$ cat config.mk
export PLATFORM = sky130hd
export DESIGN_NAME = shift_sequencer
export DESIGN_NICKNAME = d
export VERILOG_FILES = /design/src/rtl/eu_pkg.sv /design/src/rtl/step_timer.sv /design/src/rtl/shift_sequencer.sv
export SDC_FILE = /design/constraint.sdc
export NUM_CORES = 1
export LEC_CHECK = 0
export CORE_ASPECT_RATIO = 1.75
export CORE_MARGIN = 10
export CORE_UTILIZATION = 39
export CTS_BUF_LIST = sky130_fd_sc_hd__clkbuf_8 sky130_fd_sc_hd__clkbuf_16
export DETAILED_ROUTE_END_ITERATION = 6
export PLACE_DENSITY = 0.8
export SLEW_MARGIN = 25
export SYNTH_ARGS = -nofsm -noshare
export SYNTH_HDL_FRONTEND = slang
export SYNTH_HIERARCHICAL = 1
export SYNTH_SLANG_ARGS = --single-unit
$ cat constraint.sdc
create_clock -name CLKx4 -period 2.8 [get_ports CLKx4]
set_input_delay 0.56 -clock CLKx4 [delete_from_list [all_inputs] [get_ports CLKx4]]
set_output_delay 0.56 -clock CLKx4 [all_outputs]
set_load 0.05 [all_outputs]
$ cat src/rtl/eu_pkg.sv
// Shared execution-unit definitions: shift-group encodings, PSW flag bit
// positions and the shift sequencer state encoding.
package eu_pkg;

    localparam logic [2:0] SH_ROL = 3'b000;
    localparam logic [2:0] SH_ROR = 3'b001;
    localparam logic [2:0] SH_RCL = 3'b010;
    localparam logic [2:0] SH_RCR = 3'b011;
    localparam logic [2:0] SH_SHL = 3'b100;
    localparam logic [2:0] SH_SHR = 3'b101;
    localparam logic [2:0] SH_SAL = 3'b110;  // alias of SHL
    localparam logic [2:0] SH_SAR = 3'b111;

    localparam int FLG_O = 5;
    localparam int FLG_S = 4;
    localparam int FLG_Z = 3;
    localparam int FLG_A = 2;
    localparam int FLG_P = 1;
    localparam int FLG_C = 0;

    typedef enum logic [1:0] {
        IDLE,
        STEP,
        DONE,
        DONE0
    } seq_state_e;

    // Byte operands live in [7:0] with a clean upper byte.
    function automatic logic [15:0] size_mask(input logic [15:0] value, input logic word);
        return {word ? value[15:8] : 8'h00, value[7:0]};
    endfunction

endpackage

$ cat src/rtl/step_timer.sv
// Modulo-STEP_LAT phase counter; `last` marks the final cycle of each
// shifter step, on whose edge the sequencer captures the shifter outputs.
module step_timer #(
    parameter int unsigned STEP_LAT = 3
) (
    input  logic clk,
    input  logic rst,
    input  logic clear,
    input  logic en,
    output logic last
);

    localparam int unsigned W = (STEP_LAT > 1) ? $clog2(STEP_LAT) : 1;

    logic [W-1:0] phase_q, phase_d;

    // NOTE: every output of this block gets a default first so no path
    // leaves a signal unassigned and infers a latch.
    always_comb begin
        phase_d = phase_q;
        last    = 1'b0;
        if (clear) begin
            phase_d = '0;
        end else if (en) begin
            if (phase_q == W'(STEP_LAT - 1)) begin
                phase_d = '0;
                last    = 1'b1;
            end else begin
                phase_d = phase_q + 1'b1;
            end
        end
    end

    // NOTE: state registers use non-blocking assignment so every flop
    // samples the pre-edge values, independent of block ordering.
    always_ff @(posedge clk) begin
        if (rst) begin
            phase_q <= '0;
        end else begin
            phase_q <= phase_d;
        end
    end

endmodule

$ cat src/rtl/shift_sequencer.sv
// Multi-bit shift/rotate controller: iterates the single-bit shifter `count`
// times, feeding each step's result and carry back as the next step's input.
module shift_sequencer
    import eu_pkg::*;
#(
    parameter int unsigned STEP_LAT = 3,
    parameter bit          IDLE_ACK = 1'b1
) (
    input  logic        CLKx4,
    input  logic        RESET,
    input  logic        start,
    input  logic [15:0] A,
    input  logic [2:0]  Operation,
    input  logic        byteWord,
    input  logic [7:0]  count,
    input  logic        carryIn,
    output logic        busy,
    output logic        done,
    output logic [15:0] result,
    output logic [5:0]  flagsOut,
    output logic        flagsValid,
    output logic [15:0] shA,
    output logic [2:0]  shOperation,
    output logic        shByteWord,
    output logic        shCarryIn,
    input  logic [15:0] shS,
    input  logic [5:0]  shFlags
);

    seq_state_e  state_q, state_d;
    logic [2:0]  op_q, op_d;
    logic        bw_q, bw_d;
    logic [7:0]  remaining_q, remaining_d;
    logic [15:0] work_q, work_d;
    logic        carry_q, carry_d;
    logic [15:0] result_q, result_d;
    logic [5:0]  flags_out_q, flags_out_d;
    logic        flags_valid_q, flags_valid_d;

    logic timer_clear;
    logic timer_en;
    logic step_last;

    step_timer #(
        .STEP_LAT(STEP_LAT)
    ) u_step_timer (
        .clk  (CLKx4),
        .rst  (RESET),
        .clear(timer_clear),
        .en   (timer_en),
        .last (step_last)
    );

    always_comb begin
        state_d       = state_q;
        op_d          = op_q;
        bw_d          = bw_q;
        remaining_d   = remaining_q;
        work_d        = work_q;
        carry_d       = carry_q;
        result_d      = result_q;
        flags_out_d   = flags_out_q;
        flags_valid_d = flags_valid_q;
        timer_clear   = 1'b0;
        timer_en      = 1'b0;

        case (state_q)
            IDLE: begin
                if (start) begin
                    // A zero count never touches the shifter operands.
                    if (count == 8'd0) begin
                        result_d      = size_mask(A, byteWord);
                        flags_valid_d = 1'b0;
                        state_d       = DONE0;
                    end else begin
                        op_d        = Operation;
                        bw_d        = byteWord;
                        remaining_d = count;
                        work_d      = size_mask(A, byteWord);
                        carry_d     = carryIn;
                        timer_clear = 1'b1;
                        state_d     = STEP;
                    end
                end
            end
            STEP: begin
                timer_en = 1'b1;
                if (step_last) begin
                    work_d      = shS;
                    carry_d     = shFlags[FLG_C];
                    remaining_d = remaining_q - 8'd1;
                    if (remaining_q == 8'd1) begin
                        result_d      = shS;
                        flags_out_d   = shFlags;
                        flags_valid_d = 1'b1;
                        state_d       = DONE;
                    end
                end
            end
            DONE, DONE0: state_d = IDLE;
            default:     state_d = IDLE;
        endcase
    end

    always_ff @(posedge CLKx4) begin
        if (RESET) begin
            state_q       <= IDLE;
            op_q          <= 3'b000;
            bw_q          <= 1'b0;
            remaining_q   <= 8'd0;
            work_q        <= 16'h0000;
            carry_q       <= 1'b0;
            result_q      <= 16'h0000;
            flags_out_q   <= 6'b000000;
            flags_valid_q <= 1'b0;
        end else begin
            state_q       <= state_d;
            op_q          <= op_d;
            bw_q          <= bw_d;
            remaining_q   <= remaining_d;
            work_q        <= work_d;
            carry_q       <= carry_d;
            result_q      <= result_d;
            flags_out_q   <= flags_out_d;
            flags_valid_q <= flags_valid_d;
        end
    end

    assign busy        = (state_q == STEP);
    assign done        = (state_q == DONE) || ((state_q == DONE0) && IDLE_ACK);
    assign result      = result_q;
    assign flagsOut    = flags_out_q;
    assign flagsValid  = flags_valid_q;
    assign shA         = work_q;
    assign shOperation = op_q;
    assign shByteWord  = bw_q;
    assign shCarryIn   = carry_q;

endmodule
Word-level counts from Yosys, hierarchy flattened
Index checks and enable logic that the tools add are counted.

Bits in registers: 56. Bits of input ports: 54. Output and inout bits: 46. Logic and storage cells: 70.

Add/subtract/negate cells: 2. Equality and inequality tests: 10. Multiplexer cells: 36. Bitwise gates (word level): 1. Reduce and logical (&&, ||, !) cells: 11.

Operators with widths (number): $mux 16 (7); $pmux 16 s2 (2); $mux 8 (4); $pmux 8 s2 (1); $mux 1 (14); $mux 2 (5); $reduce_and 3->1 (3); $eq 8x1->1 const B (1); $logic_not 8->1 (1); $sub 8x1->8 const B (1); $eq 2x2->1 const B (3); $ne 2x2->1 const B (3); $pmux 2 s3 (1); $reduce_and 5->1 (1); $ne 2x1->1 const B (2); $pmux 1 s2 (2); $reduce_and 4->1 (1); $reduce_or 2->1 (2); $add 2x1->2 const B (1); $eq 2x1->1 const B (1); $logic_not 2->1 (1); $reduce_bool 2->1 (1); $logic_or 1x1->1 (1); $not 1->1 (1).

Logic depth before layout (Yosys ltp)
Depth in word-level cells: 7. Mapped depth: 11. Depth with buffers taken out: 8.

By module
The synthesis kept the hierarchy.

By module, submodules not included: shift_sequencer (instances 1, cells an instance 269, area an instance 2482.4 µm², sequential area each 1081.0 µm²); step_timer (instances 1, cells an instance 9, area an instance 98.8 µm², sequential area each 40.0 µm²).

Least setup slack after synthesis
OpenSTA, ideal clock, no wires.

Path kind: reg-to-reg. From: register state_q[0]. To: register result_q[14] (netlist: result[14]). Library setup time: 0.145 ns. Arrival time: 2.919 ns. Required time: 2.655 ns. Slack: -0.263 ns. Stages on the path, launching flop included: 12. Path buffers: 4. Clock period less this slack: 3.063 ns. Cell sequence: dfxtp_1 -> or2b_2 -> clkbuf_8 -> inv_2 -> buf_1 -> nor4bb_1 -> nand3b_1 -> nor4_4 -> or2_1 -> buf_6 -> buf_12 -> a211oi_2.

Word-level cells in the longest chain between the ends: 6. Elaborated cells on any way between the ends: 13. Those cells by class: 5 x eq/ne; 5 x mux; 3 x reduce/logical.

RTL lines: start, declared (RTL line shift_sequencer.sv:30) `seq_state_e state_q, state_d;`; start signal, assigned (RTL line shift_sequencer.sv:117) `state_q <= state_d;`; $eq 2x1->1; net busy (RTL line shift_sequencer.sv:17) `output logic busy,`; $mux 1 (RTL line shift_sequencer.sv:67) `case (state_q)`; $mux 1 (RTL line step_timer.sv:24) `end else if (en) begin`; $mux 1 (RTL line step_timer.sv:22) `if (clear) begin`; net step_last (RTL line shift_sequencer.sv:42) `logic step_last;`; $ne 2x1->1 (no source line); $reduce_and 5->1 (no source line); end signal, assigned (RTL line shift_sequencer.sv:123) `result_q <= result_d;`; end, declared (RTL line shift_sequencer.sv:36) `logic [15:0] result_q, result_d;`.

The timed path passes the listed nets, and every way through them passes these cells. A chain may end at the register's enable or synchronous reset.

Worst setup path in the final report
From: input start. To: register result_q[3] (netlist: result[3]).

Word-level cells in the longest chain between the ends: 5. Elaborated cells on any way between the ends: 6. Those cells by class: 2 x eq/ne; 3 x mux; 1 x reduce/logical.

RTL lines: start, declared (RTL line shift_sequencer.sv:11) `input logic start,`; $mux 1 (RTL line shift_sequencer.sv:69) `if (start) begin`; $mux 1 (RTL line shift_sequencer.sv:67); $mux 1 (RTL line step_timer.sv:22); net step_last (RTL line shift_sequencer.sv:42); $ne 2x1->1 (no source line); $reduce_and 5->1 (no source line).

The timed path passes the listed nets, and every way through them passes these cells.

==> flow_summary.toml <==
[timing]
fin_crit_ps = 2630
hold_ws_ps = 456
hold_violations = 0
setup_viol = 0
finClkSkew_ps = 4.97
worst_pin_slew_ps = 599
setup_tns_ps = 0
max_clock_freq_mhz = 380
slew_violations = 0
period_share_pct = 93.9
max_slew_margin_pct = 59.9
rsz0062_at_grt = "false"

[layout]
final_area_mm2 = 0.00392
layout_commonest_cell = "clkdlybuf4s50_1"
multi_input_area_mm2 = 0.00132
drive_above_1_share_pct = 14.4
final_nets = 437
mostFrequentLayoutCells = "clkdlybuf4s50_1, dfxtp_1, nor3_1"
area_growth_pct = 51.8
antenna_cells = 0
n_fill_cell = 567
regArea_mm2 = 0.00112

[global_route]
grt_pass1_vias = 2653
track_usage_pct = 16.5
antenna_found_initial = 0
grt_overflow = 0
grt_pass1_wl_um = 13700
grt_max_degree = 44

[place]
dp_hpwl_um = 6600
placement.cell_area_mm2 = 0.00370
gp_congestion = 0.887
port_buffers = 99

[detailed_routing]
vias = 2584
drc = 0
wl_per_cell_um = 19.0
ant_nets = 0
firstDrtPassIters = 5
drt-met1-wl_um = 3080
routed_wl_um = 8800
wl_met3_um = 468
top_layer = "met4"
post_drt_via_cell_ratio = 5.58
drtIter0Drc = 202
wl_met2_um = 5000

[setup_path]
required_ps = 2980
path_class = "in -> reg"
r2r-start = "state_q[1]$_SDFFE_PP0P_"
rrSetupSlack_ps = 580
crit_path_end_kind = "register"
cp.arrival_ps = 2810
start_kind = "primary input"
cp_max_fo = 8
r2r_end = "result[3]$_SDFFE_PP0P_"
rr_worst_depth = 9

[yosys]
syn_nets = 334
synth_cells = 278
yosysWarnings = 6
yosysSeqAreaShare_pct = 43.4
ys_ff_latch = 56
synth_area_mm2 = 0.00258
syn_area_per_cell_um2 = 9.28
synth.distinct_cells = 42

[floorplanning]
rows = 39
io_pins = 100
die_y_um = 128
initial_core_util_pct = 39.8
die_width_um = 81.5
die_area_mm2 = 0.0104
core-area_mm2 = 0.00649

[cts]
clk_latency_ps = 280
cts_buffers = 5
cts_tree = "done"
path_clk_slew_ps = 60
cts_max_level = 2
root_buffer = "clkbuf_16"
cts_hold_buf = 0
max-clock-path-buffers = 2
cts_sinks = 56

[pwr]
ir_drop_mv = 0.270
fin_total_pwr_w = 0.00189
p_per_area_mw_per_mm2 = 481
leakage_nw = 1.45

[run]
maxCapViolCount = 0

[outcome]
status = "completed"

[worst_hold_path]
min_path_type = "reg -> reg"
hold_end = "shOperation[2]$_SDFFE_PP0P_"
holdCritStartpoint = "shOperation[2]$_SDFFE_PP0P_"
min_path_cells = 2
## synth_stat cells, drive strengths merged
cell type / n / area, um^2
nor2: 13 / 48.8
ha: 2 / 25.0
a22oi: 2 / 15.0
nor4bb: 1 / 10.0
and2: 1 / 6.26
and3: 10 / 63.8
or2b: 1 / 8.76
clkinv: 1 / 3.75
or4: 1 / 11.3
nand2: 20 / 75.1
a2bb2oi: 1 / 8.76
a211oi: 35 / 323
nand2b: 2 / 12.5
mux2i: 14 / 140
inv: 6 / 22.5
or3b: 1 / 8.76
a32o: 2 / 20.0
dfxtp: 56 / 1120
a221oi: 2 / 17.5
a21bo: 1 / 10.0
o32ai: 4 / 35.0
buf: 11 / 86.3
nor3: 35 / 175
nor4: 6 / 52.6
nor3b: 2 / 15.0
nand3b: 2 / 15.0
clkbuf: 14 / 72.6
a2111oi: 1 / 8.76
o22ai: 3 / 18.8
or2: 1 / 6.26
nand3: 2 / 10.0
o31a: 1 / 10.0
a21oi: 23 / 115
a311oi: 1 / 8.76
## cell type report
class | instances | area share [%]
inverters | 7 | 0.702
flip-flops and latches | 56 | 28.6
well taps | 82 | 2.62
clock buffers | 5 | 3.19
multi-input cells | 190 | 33.6
clock inverters | 2 | 0.319
repair buffers | 121 | 31.0
## timing repair
item | CTS | global route
setup endpoints to repair | 2 | 29
cloned | 0 | 1
buffers inserted | 0 | 1
gates resized for setup | 2 | 9
pin swaps | 0 | 7
## worst max path at each step
stage	from	to	cells past startpoint	slack, ps
final	start	result[3]$_SDFFE_PP0P_	10	170
after global routing	count[2]	flagsOut[2]$_SDFFE_PP0P_	11	30
after CTS	count[2]	flagsOut[5]$_SDFFE_PP0P_	10	-4
after detailed placement	count[2]	result[0]$_SDFFE_PP0P_	10	-290
after global placement	count[6]	flagsOut[3]$_SDFFE_PP0P_	10	-200
after floorplan	count[6]	result[14]$_SDFFE_PP0P_	11	20
## where the power goes
group | leakage (nW) | internal, W | switching, W
logic | 0.926 | 0.000190 | 0.000245
registers | 0.457 | 0.000832 | 0.0000283
clock network | 0.0657 | 0.000325 | 0.000266
total | 1.45 | 0.00135 | 0.000539
## layer usage
| layer | global-route usage [%] | up-vias |
|---|---|---|
| met5 | 0 | - |
| met2 | 30.1 | 95 |
| li1 | - | 1242 |
| met1 | 17.0 | 1233 |
| met3 | 3.65 | 14 |
| met4 | 7.57 | 0 |
## cell families after synthesis
logic type | after synthesis | synth area share (%)
AND/OR/NAND/NOR | 98 | 20.1
buffers and inverters | 32 | 7.17
adder cells (fa/ha/maj) | 2 | 0.969
AO/OA/AOI/OAI | 76 | 22.9
flip-flops | 56 | 43.4
multiplexers | 14 | 5.43
## worst max-delay path, cell delays in order
cell,delay (ps)
clkdlybuf4s50_1,480
nor3b_1,400
a21bo_2,290
clkinv_2,60
nor4bb_4,40
nand3b_1,160
nor4_4,60
or2_1,310
buf_12,170
a211oi_1,270
## per-stage QoR
| stage | util, % | setup WS [ps] | std cells |
|---|---|---|---|
| global placement | 57.1 | -197 | 454 |
| detailed placement | 57.1 | -287 | 454 |
| CTS | 59.4 | -3.70 | 461 |
| floorplan | - | 23.9 | 278 |
| global route | 60.4 | 34.2 | 463 |
| finish | 60.4 | 172 | 463 |
## sequential cells by signal (all words and copies together), names as in the netlist
| name | flops |
|---|---|
| flagsOut | 6 |
| flagsValid | 1 |
| remaining_q | 8 |
| result | 16 |
| shA | 16 |
| shByteWord | 1 |
| shCarryIn | 1 |
| shOperation | 3 |
| state_q | 2 |
| u_step_timer/phase_q | 2 |
No activity file was read; power rests on OpenSTA's default activity.
